[config.mk]
export PLATFORM = sky130hd
export DESIGN_NAME = input_port_controller
export DESIGN_NICKNAME = d
export VERILOG_FILES = /design/src/rtl/input_port_controller.sv
export SDC_FILE = /design/constraint.sdc
export NUM_CORES = 1
export LEC_CHECK = 0
export ABC_AREA = 1
export BUFFER_PORTS_ARGS = -buffer_cell sky130_fd_sc_hd__buf_2
export CAP_MARGIN = 20
export CORE_MARGIN = 1
export CORE_UTILIZATION = 59
export DETAILED_ROUTE_END_ITERATION = 10
export GPL_ROUTABILITY_DRIVEN = 0
export PLACE_DENSITY_LB_ADDON = 0.05
export SLEW_MARGIN = 15
export SYNTH_ARGS = -nofsm -noshare
export SYNTH_HDL_FRONTEND = slang
export SYNTH_SLANG_ARGS = --single-unit
[constraint.sdc]
create_clock -name clk -period 3.9 [get_ports clk]
set_clock_uncertainty 0.05 [all_clocks]
set_input_delay 0.195 -clock clk [delete_from_list [all_inputs] [get_ports clk]]
set_output_delay 0.195 -clock clk [all_outputs]
set_load 0.02 [all_outputs]
[src/rtl/input_port_controller.sv]
// Router input port: accepts upstream flits over req/gnt, buffers them in a FIFO,
// XY-routes the head flit and requests the matching output controller.
module input_port_controller #(
    parameter int routerNo   = 24,
    parameter int MESH_COLS  = 5,
    parameter int dataWidth  = 32,
    parameter int DEST_W     = 5,
    parameter int FIFO_DEPTH = 4
) (
    input  logic                 clk,
    input  logic                 reset,
    input  logic                 reqUpStr,
    input  logic [dataWidth-1:0] PacketIn,
    output logic                 gntUpStr,
    output logic                 full,
    output logic [4:0]           reqOutCntr,
    input  logic [4:0]           gntOutCntr,
    output logic [dataWidth-1:0] PacketOut
);
    localparam int          PTR_W = $clog2(FIFO_DEPTH);
    localparam int          CNT_W = PTR_W + 1;
    localparam int unsigned COLS  = MESH_COLS;
    localparam int unsigned MY_X  = routerNo % MESH_COLS;
    localparam int unsigned MY_Y  = routerNo / MESH_COLS;

    typedef enum logic       {W_IDLE, W_ACK} w_state_t;
    typedef enum logic [1:0] {R_IDLE, R_REQ, R_REL} r_state_t;

    logic [dataWidth-1:0] r_mem [FIFO_DEPTH];
    logic [PTR_W-1:0]     r_wr_ptr;
    logic [PTR_W-1:0]     r_rd_ptr;
    logic [CNT_W-1:0]     r_count;
    w_state_t             r_wstate;
    w_state_t             w_wstate_nxt;
    r_state_t             r_rstate;
    r_state_t             w_rstate_nxt;
    logic                 r_gnt;
    logic [4:0]           r_req;
    logic [dataWidth-1:0] r_pkt;
    logic                 w_push;
    logic                 w_pop;
    logic                 w_load;
    logic [dataWidth-1:0] w_head;
    logic [4:0]           w_route;

    // X is resolved before Y; equal coordinates mean the flit leaves on the local port.
    function automatic logic [4:0] xy_route(input logic [DEST_W-1:0] dest);
        int unsigned d;
        int unsigned dx;
        int unsigned dy;
        d  = 32'(dest);
        dx = d % COLS;
        dy = d / COLS;
        if (dx > MY_X)      return 5'b00001;
        else if (dx < MY_X) return 5'b00100;
        else if (dy < MY_Y) return 5'b00010;
        else if (dy > MY_Y) return 5'b01000;
        else                return 5'b10000;
    endfunction

    assign full       = (r_count == CNT_W'(FIFO_DEPTH));
    assign w_head     = r_mem[r_rd_ptr];
    assign w_route    = xy_route(w_head[dataWidth-1 -: DEST_W]);
    assign gntUpStr   = r_gnt;
    assign reqOutCntr = r_req;
    assign PacketOut  = r_pkt;

    // W_ACK skips a cycle because upstream still holds its request while it sees the grant.
    always_comb begin
        w_wstate_nxt = r_wstate;
        w_push       = 1'b0;
        case (r_wstate)
            W_IDLE: begin
                if (reqUpStr && !full) begin
                    w_push       = 1'b1;
                    w_wstate_nxt = W_ACK;
                end
            end
            W_ACK:   w_wstate_nxt = W_IDLE;
            default: w_wstate_nxt = W_IDLE;
        endcase
    end

    always_comb begin
        w_rstate_nxt = r_rstate;
        w_load       = 1'b0;
        w_pop        = 1'b0;
        case (r_rstate)
            R_IDLE: begin
                if (r_count != '0) begin
                    w_load       = 1'b1;
                    w_rstate_nxt = R_REQ;
                end
            end
            R_REQ: begin
                if (|(gntOutCntr & r_req)) begin
                    w_pop        = 1'b1;
                    w_rstate_nxt = R_REL;
                end
            end
            R_REL:   w_rstate_nxt = R_IDLE;
            default: w_rstate_nxt = R_IDLE;
        endcase
    end

    always_ff @(posedge clk or negedge reset) begin
        if (!reset) begin
            r_wstate <= W_IDLE;
            r_rstate <= R_IDLE;
            r_gnt    <= 1'b0;
            r_req    <= '0;
            r_pkt    <= '0;
            r_wr_ptr <= '0;
            r_rd_ptr <= '0;
            r_count  <= '0;
        end else begin
            r_wstate <= w_wstate_nxt;
            r_rstate <= w_rstate_nxt;
            r_gnt    <= w_push;
            if (w_load) begin
                r_req <= w_route;
                r_pkt <= w_head;
            end else if (w_pop) begin
                r_req <= '0;
            end
            if (w_push) r_wr_ptr <= r_wr_ptr + 1'b1;
            if (w_pop)  r_rd_ptr <= r_rd_ptr + 1'b1;
            case ({w_push, w_pop})
                2'b10:   r_count <= r_count + 1'b1;
                2'b01:   r_count <= r_count - 1'b1;
                default: r_count <= r_count;
            endcase
        end
    end

    // Storage needs no reset: only entries covered by the count are ever read.
    always_ff @(posedge clk) begin
        if (w_push) r_mem[r_wr_ptr] <= PacketIn;
    end
endmodule

; ---- Yosys cells after proc, flatten, opt, wreduce, memory -nomap -nowiden
; Memory sizes are Yosys's and may differ from the RTL's.
; Index checks and enable logic that the tools add are counted.
[word_totals]
register_bits = 48
latchBits = 0
mem_bits_rw = 128
mem_bits_ro = 0
output_inout_bits = 39
wordCells = 54
mem_count = 1
[mem_list]
columns = name, depth, width, read_ports, rd_ports_with_merged_regs, write_ports, line
row1 = r_mem, 4, 32, 1, 0, 1, 29  ; logic [dataWidth-1:0] r_mem [FIFO_DEPTH];
[op_classes]
n_addsub = 4
multipliers = 0
div = 2
order_cmp = 4
eq_ne = 6
shift = 0
n_mux = 19
bitwise_logic = 2
reduce_logical = 8
[op_table]
columns = op, n
row1 = "32-bit by 3-bit greater-than comparator with 1-bit output, second input constant", 2
row2 = "32-bit by 3-bit < comparator with 1-bit output, second input constant", 2
row3 = "5-bit by 3-bit divider with 32-bit output, second input constant", 1
row4 = "5-bit by 3-bit remainder unit with 32-bit output, second input constant", 1
row5 = 5-bit 2-to-1 mux, 6
row6 = 1-bit 2-to-1 mux, 8
row7 = 3-bit case mux with 2 select lines, 1
row8 = 5-bit AND, 1
row9 = 5-bit OR reduction, 1
row10 = "2-bit by 1-bit adder with 2-bit output, second input constant", 2
row11 = "2-bit by 1-bit equality test with 1-bit output, second input constant", 2
row12 = 2-bit 2-to-1 mux, 2
row13 = "2-bit != test, second input constant", 2
row14 = 2-bit case mux with 2 select lines, 1
row15 = 2-bit nonzero test, 2
row16 = "3-bit by 1-bit adder with 3-bit output, second input constant", 1
row17 = "3-bit equality test, second input constant", 1
row18 = 3-bit nonzero test, 1
row19 = "3-bit by 1-bit subtractor with 3-bit output, second input constant", 1
row20 = "2-bit equality test, second input constant", 1
row21 = 2-bit logical NOT, 1
row22 = 1-bit case mux with 2 select lines, 1
row23 = 2-bit AND reduction, 1
row24 = 1-bit logical AND, 1
row25 = other kinds (2), 2

; ---- Logic depth before layout (Yosys ltp)
; An unclocked memory read counts as a cell.
[depth]
ltp_word = 8
depth_mapped = 31
ltp_nobuf = 28

; ---- Least setup slack after synthesis
; OpenSTA, ideal clock, no wires.
[synth_path]
path_kind = register -> register
from = reg r_rd_ptr[0]
to = reg r_req[4] (netlist: reqOutCntr[4])
t_arrival_ps = 3108
t_required_ps = 3726
setup_slack_ps = 619
path_stages_with_launch = 31
cell_sequence = dfrtp_1 inv_2 buf_6 nand2_1 nand2_1 nand2_1 nand2_4 nand3_2 nand2_1 inv_1 ha_1 inv_1 nand3_2 nand2_2 nand3_4 buf_6 nand2_1 nand2_1 inv_1 ha_1 inv_1 nand3_1 nand2_1 inv_2 nand3_2 buf_6 o21a_1 nor2_1 nand2_1 nand3_1 o21bai_1
[synth_via]
elab_chain_len = 8
elab_cells_between_ends = 12
cone_classes = 2 x div / 4 x order compare / 5 x mux / 1 x memory
[synth_lines]
columns = element, line
row1 = from (decl), 31  ; logic [PTR_W-1:0] r_rd_ptr;
row2 = from (signal assigned), 127  ; if (w_pop) r_rd_ptr <= r_rd_ptr + 1'b1;
row3 = memory 4 x 32 bit *, n/a
row4 = net w_head[31], 43  ; logic [dataWidth-1:0] w_head;
row5 = 5-bit by 3-bit divider with 32-bit output, 53  ; dy = d / COLS;
row6 = 32-bit by 3-bit greater-than comparator with 1-bit output, 57  ; else if (dy > MY_Y) return 5'b01000;
row7 = 5-bit 2-to-1 mux, 57
row8 = 5-bit 2-to-1 mux, 56  ; else if (dy < MY_Y) return 5'b00010;
row9 = 5-bit 2-to-1 mux, 55  ; else if (dx < MY_X) return 5'b00100;
row10 = 5-bit 2-to-1 mux *, 54  ; if (dx > MY_X) return 5'b00001;
row11 = 5-bit 2-to-1 mux *, 120  ; if (w_load) begin
row12 = to (signal assigned), 121  ; r_req <= w_route;
row13 = to (decl), 38  ; logic [4:0] r_req;
; The timed path passes the listed nets; every way through them passes the cells marked *.
; A chain may end at the register's enable or synchronous reset.

; ---- Worst setup path in the final report
; Same ends and word-level chain as after synthesis.

==> results.cfg <==
[outcome]
status = finished clean

[final_layout]
multi_input_area_um2 = 2222
seqCellArea_um2 = 5021
area_delta_synth_final_pct = 21.24
num-fill-cells = 842
diodes = 0
nets = 856
drive_above_1_share_pct = 20.54

[hold_path]
hold_class = input pin to flip-flop
timing.hold.worst_path_depth = 4

[floorplanning]
die_area_um2 = 13150
die_x_um = 114.7
die_h_um = 114.7
coreArea_um2 = 12210
ios = 79
rows = 40
start_util_pct = 61.35

[placed_design]
hpwl_um = 9936
io_buffer_count = 78

[drt]
routed_via_density = 5.412
drcViolationCount = 0
routedWlPerCell_um = 16.41
routed_wl_um = 16180
drt_first_iter_violations = 414
ant_nets = 0
first_pass_iters = 7
num_vias = 5336

[yosys]
yosysSeqAreaShare_pct = 67.00
syn_nets = 735
async_flop_share_pct = 26.86
syn_area_per_cell_um2 = 10.95
synth_area_um2 = 7492
yosysWarnings = 0
yosysUniqueCellTypes = 37
synth_top_area_share_pct = 51.30
synth_area_leaders = edfxtp_1 (51%), dfrtp_1 (16%), nand2_1 (8.8%)
synth_top_cell_by_area = edfxtp_1
dominantRegCellSynth = edfxtp_1
synth_edf_count = 128
synth_cells = 684
synth-seq-cells = 175

[sta]
slew_violations = 0
worst-slew-pin-transition_ps = 863.2
slew_headroom_pct = 42.31
finalHoldViolations = 0
fin_setup_tns_ps = 0
grt_setup_unrepaired = no
setup_violations = 0
fin_crit_sh_pct = 89.27
period_minus_slack_ps = 3482
timing.fmax_mhz = 287.2

[critical_path]
worstPathArrival_ps = 3740
path_delay_family = simple AND/OR/NAND/NOR gates
critical_path_cell_count = 28
start_kind = flip-flop
crit_path_frequent_cell = nand2_1
critPathBufInv = 6
critical_path_required_ps = 4160
crit_path_max_fanout = 22
rr_worst_depth = 28
crit_path_end_kind = flip-flop
crit_type = flip-flop to flip-flop
max_stage_delay_ps = 430
cpMaxStageDelayCell = dfrtp_2

[clocking]
cts.sinks = 175
cts_buffers = 17
cts_buffer_depth = 2
clk_pin_slew_ps = 60
cts_root_buf = clkbuf_16
ctsHtreeMaxLevel = 4
clock_latency_ps = 420
tritoncts = built

[global_route]
grt_overflow = 0
grt_pass1_vias = 5305
grt_pass1_wl_um = 26050
grt_max_degree = 46
track_usage_pct = 26.61
antenna_found_initial = 0

[run]
maxCapViolCount = 0
[synth_stat cells (2+ instances only)]
cell / number
a21oi_4: 2
nor2_1: 79
inv_1: 35
nor3_1: 4
o22ai_1: 27
o21ai_0: 64
buf_6: 3
nor2_2: 3
o21ai_1: 4
nand4_1: 6
nand2_1: 176
nand3_1: 26
dfrtp_1: 47
nand3_2: 6
clkbuf_1: 24
xor2_1: 4
inv_2: 6
a21oi_1: 2
edfxtp_1: 128
buf_2: 2
ha_1: 10
nand2_2: 6
o21ai_2: 2
nand3b_1: 2
nand2_4: 4
[kinds of logic after synthesis]
group / synth area share [%]
xor gates and xnor gates: 0.5845
buffers and inverters: 3.941
DFF: 67.00
AOI/OAI and AO/OA: 8.233
adders and majority gates: 1.937
and+or+nand+nor: 18.30
[metal layers]
| metal | track usage, % | share of wire [%] | up-vias |
|---|---|---|---|
| li1 | - | - | 2576 |
| met1 | 33.96 | 42 | 2557 |
| met2 | 45.66 | 51 | 177 |
| met3 | 4.076 | 5.2 | 26 |
| met4 | 11.17 | 1.7 | 0 |
| met5 | 0 | 0 | - |
[worst register-to-register path, delay by kind of cell, from the launching register on]
kind / cells / cell delay [ps]
and+or+nand+nor: 18 / 1850
DFF: 1 / 430
AOI/OAI and AO/OA: 2 / 170
adders and majority gates: 2 / 340
buffers and inverters: 6 / 540
[cell type report]
| type | count | share of cell area (%) |
|---|---|---|
| Clock buffer | 19 | 4.876 |
| Clock inverter | 13 | 1.515 |
| Inverter | 41 | 1.777 |
| Multi-Input combinational cell | 438 | 24.46 |
| Sequential cell | 175 | 55.28 |
| Tap cell | 168 | 2.314 |
| Timing Repair Buffer | 132 | 9.780 |
[path summary, 6_finish.rpt]
check | startpoint | end | slack [ps]
worst max-delay path | r_rd_ptr[0] | reqOutCntr[4] | 420
max in group asynchronous | reset | reqOutCntr[2] | 2730
worst max register to register | r_rd_ptr[0] | reqOutCntr[4] | 420
min in group asynchronous | reset | PacketOut[16] | 280
worst min register to register | PacketOut[5] | PacketOut[5] | 420
worst min-delay path | gntOutCntr[1] | r_rstate[0] | 60
[cells in the final DEF (no fill, tap or decap), drive strengths merged]
master       count
o31ai            1
nor3             4
clkbuf          19
a22o             1
xnor2            1
o22ai           27
bufinv           2
clkinv           6
dfrtp           47
o211ai           1
fa               1
xor2             4
a21oi            4
nand3           33
nor2            83
o21ai           70
o21bai           1
buf             98
nand4            7
nand3b           2
nand2          186
edfxtp         128
a221oi           1
ha              10
o21a             1
clkinvlp         2
inv             44
dlygate4sd3     34
[state kept, by name, summed over array words and instances, names as in the netlist]
register	cells
r_mem	128
reqOutCntr	5
gntUpStr	1
r_rd_ptr	2
r_count	3
PacketOut	32
r_wr_ptr	2
r_rstate	2
[timing repair]
item                                    4_1_cts  5_1_grt
gates resized for setup                       0        8
hold endpoints to repair                    149        0
setup buffers                                 0        2
hold buffers                                 34        0
endpoints found under the setup margin        0        5
[metrics by stage]
stage / hold slack (ps) / setup WS (ps) / area, um^2 / std cells / util (%)
2_1_floorplan: -150.6 / 618.7 / 7492 / 684 / -
3_5_place_dp: 188.6 / 133.2 / 8123 / 918 / 66.52
4_1_cts: 47.58 / 109.0 / 9044 / 984 / 74.06
3_3_place_gp: 171.8 / 326.1 / 8123 / 918 / 66.52
5_1_grt: 99.20 / 9.442 / 9084 / 986 / 74.39
6_report: 58.16 / 418.3 / 9084 / 986 / 74.39
Power is left out: the tool's default activity adds up to more than one toggle a clock period on the data nets, which glitch-free logic cannot reach.
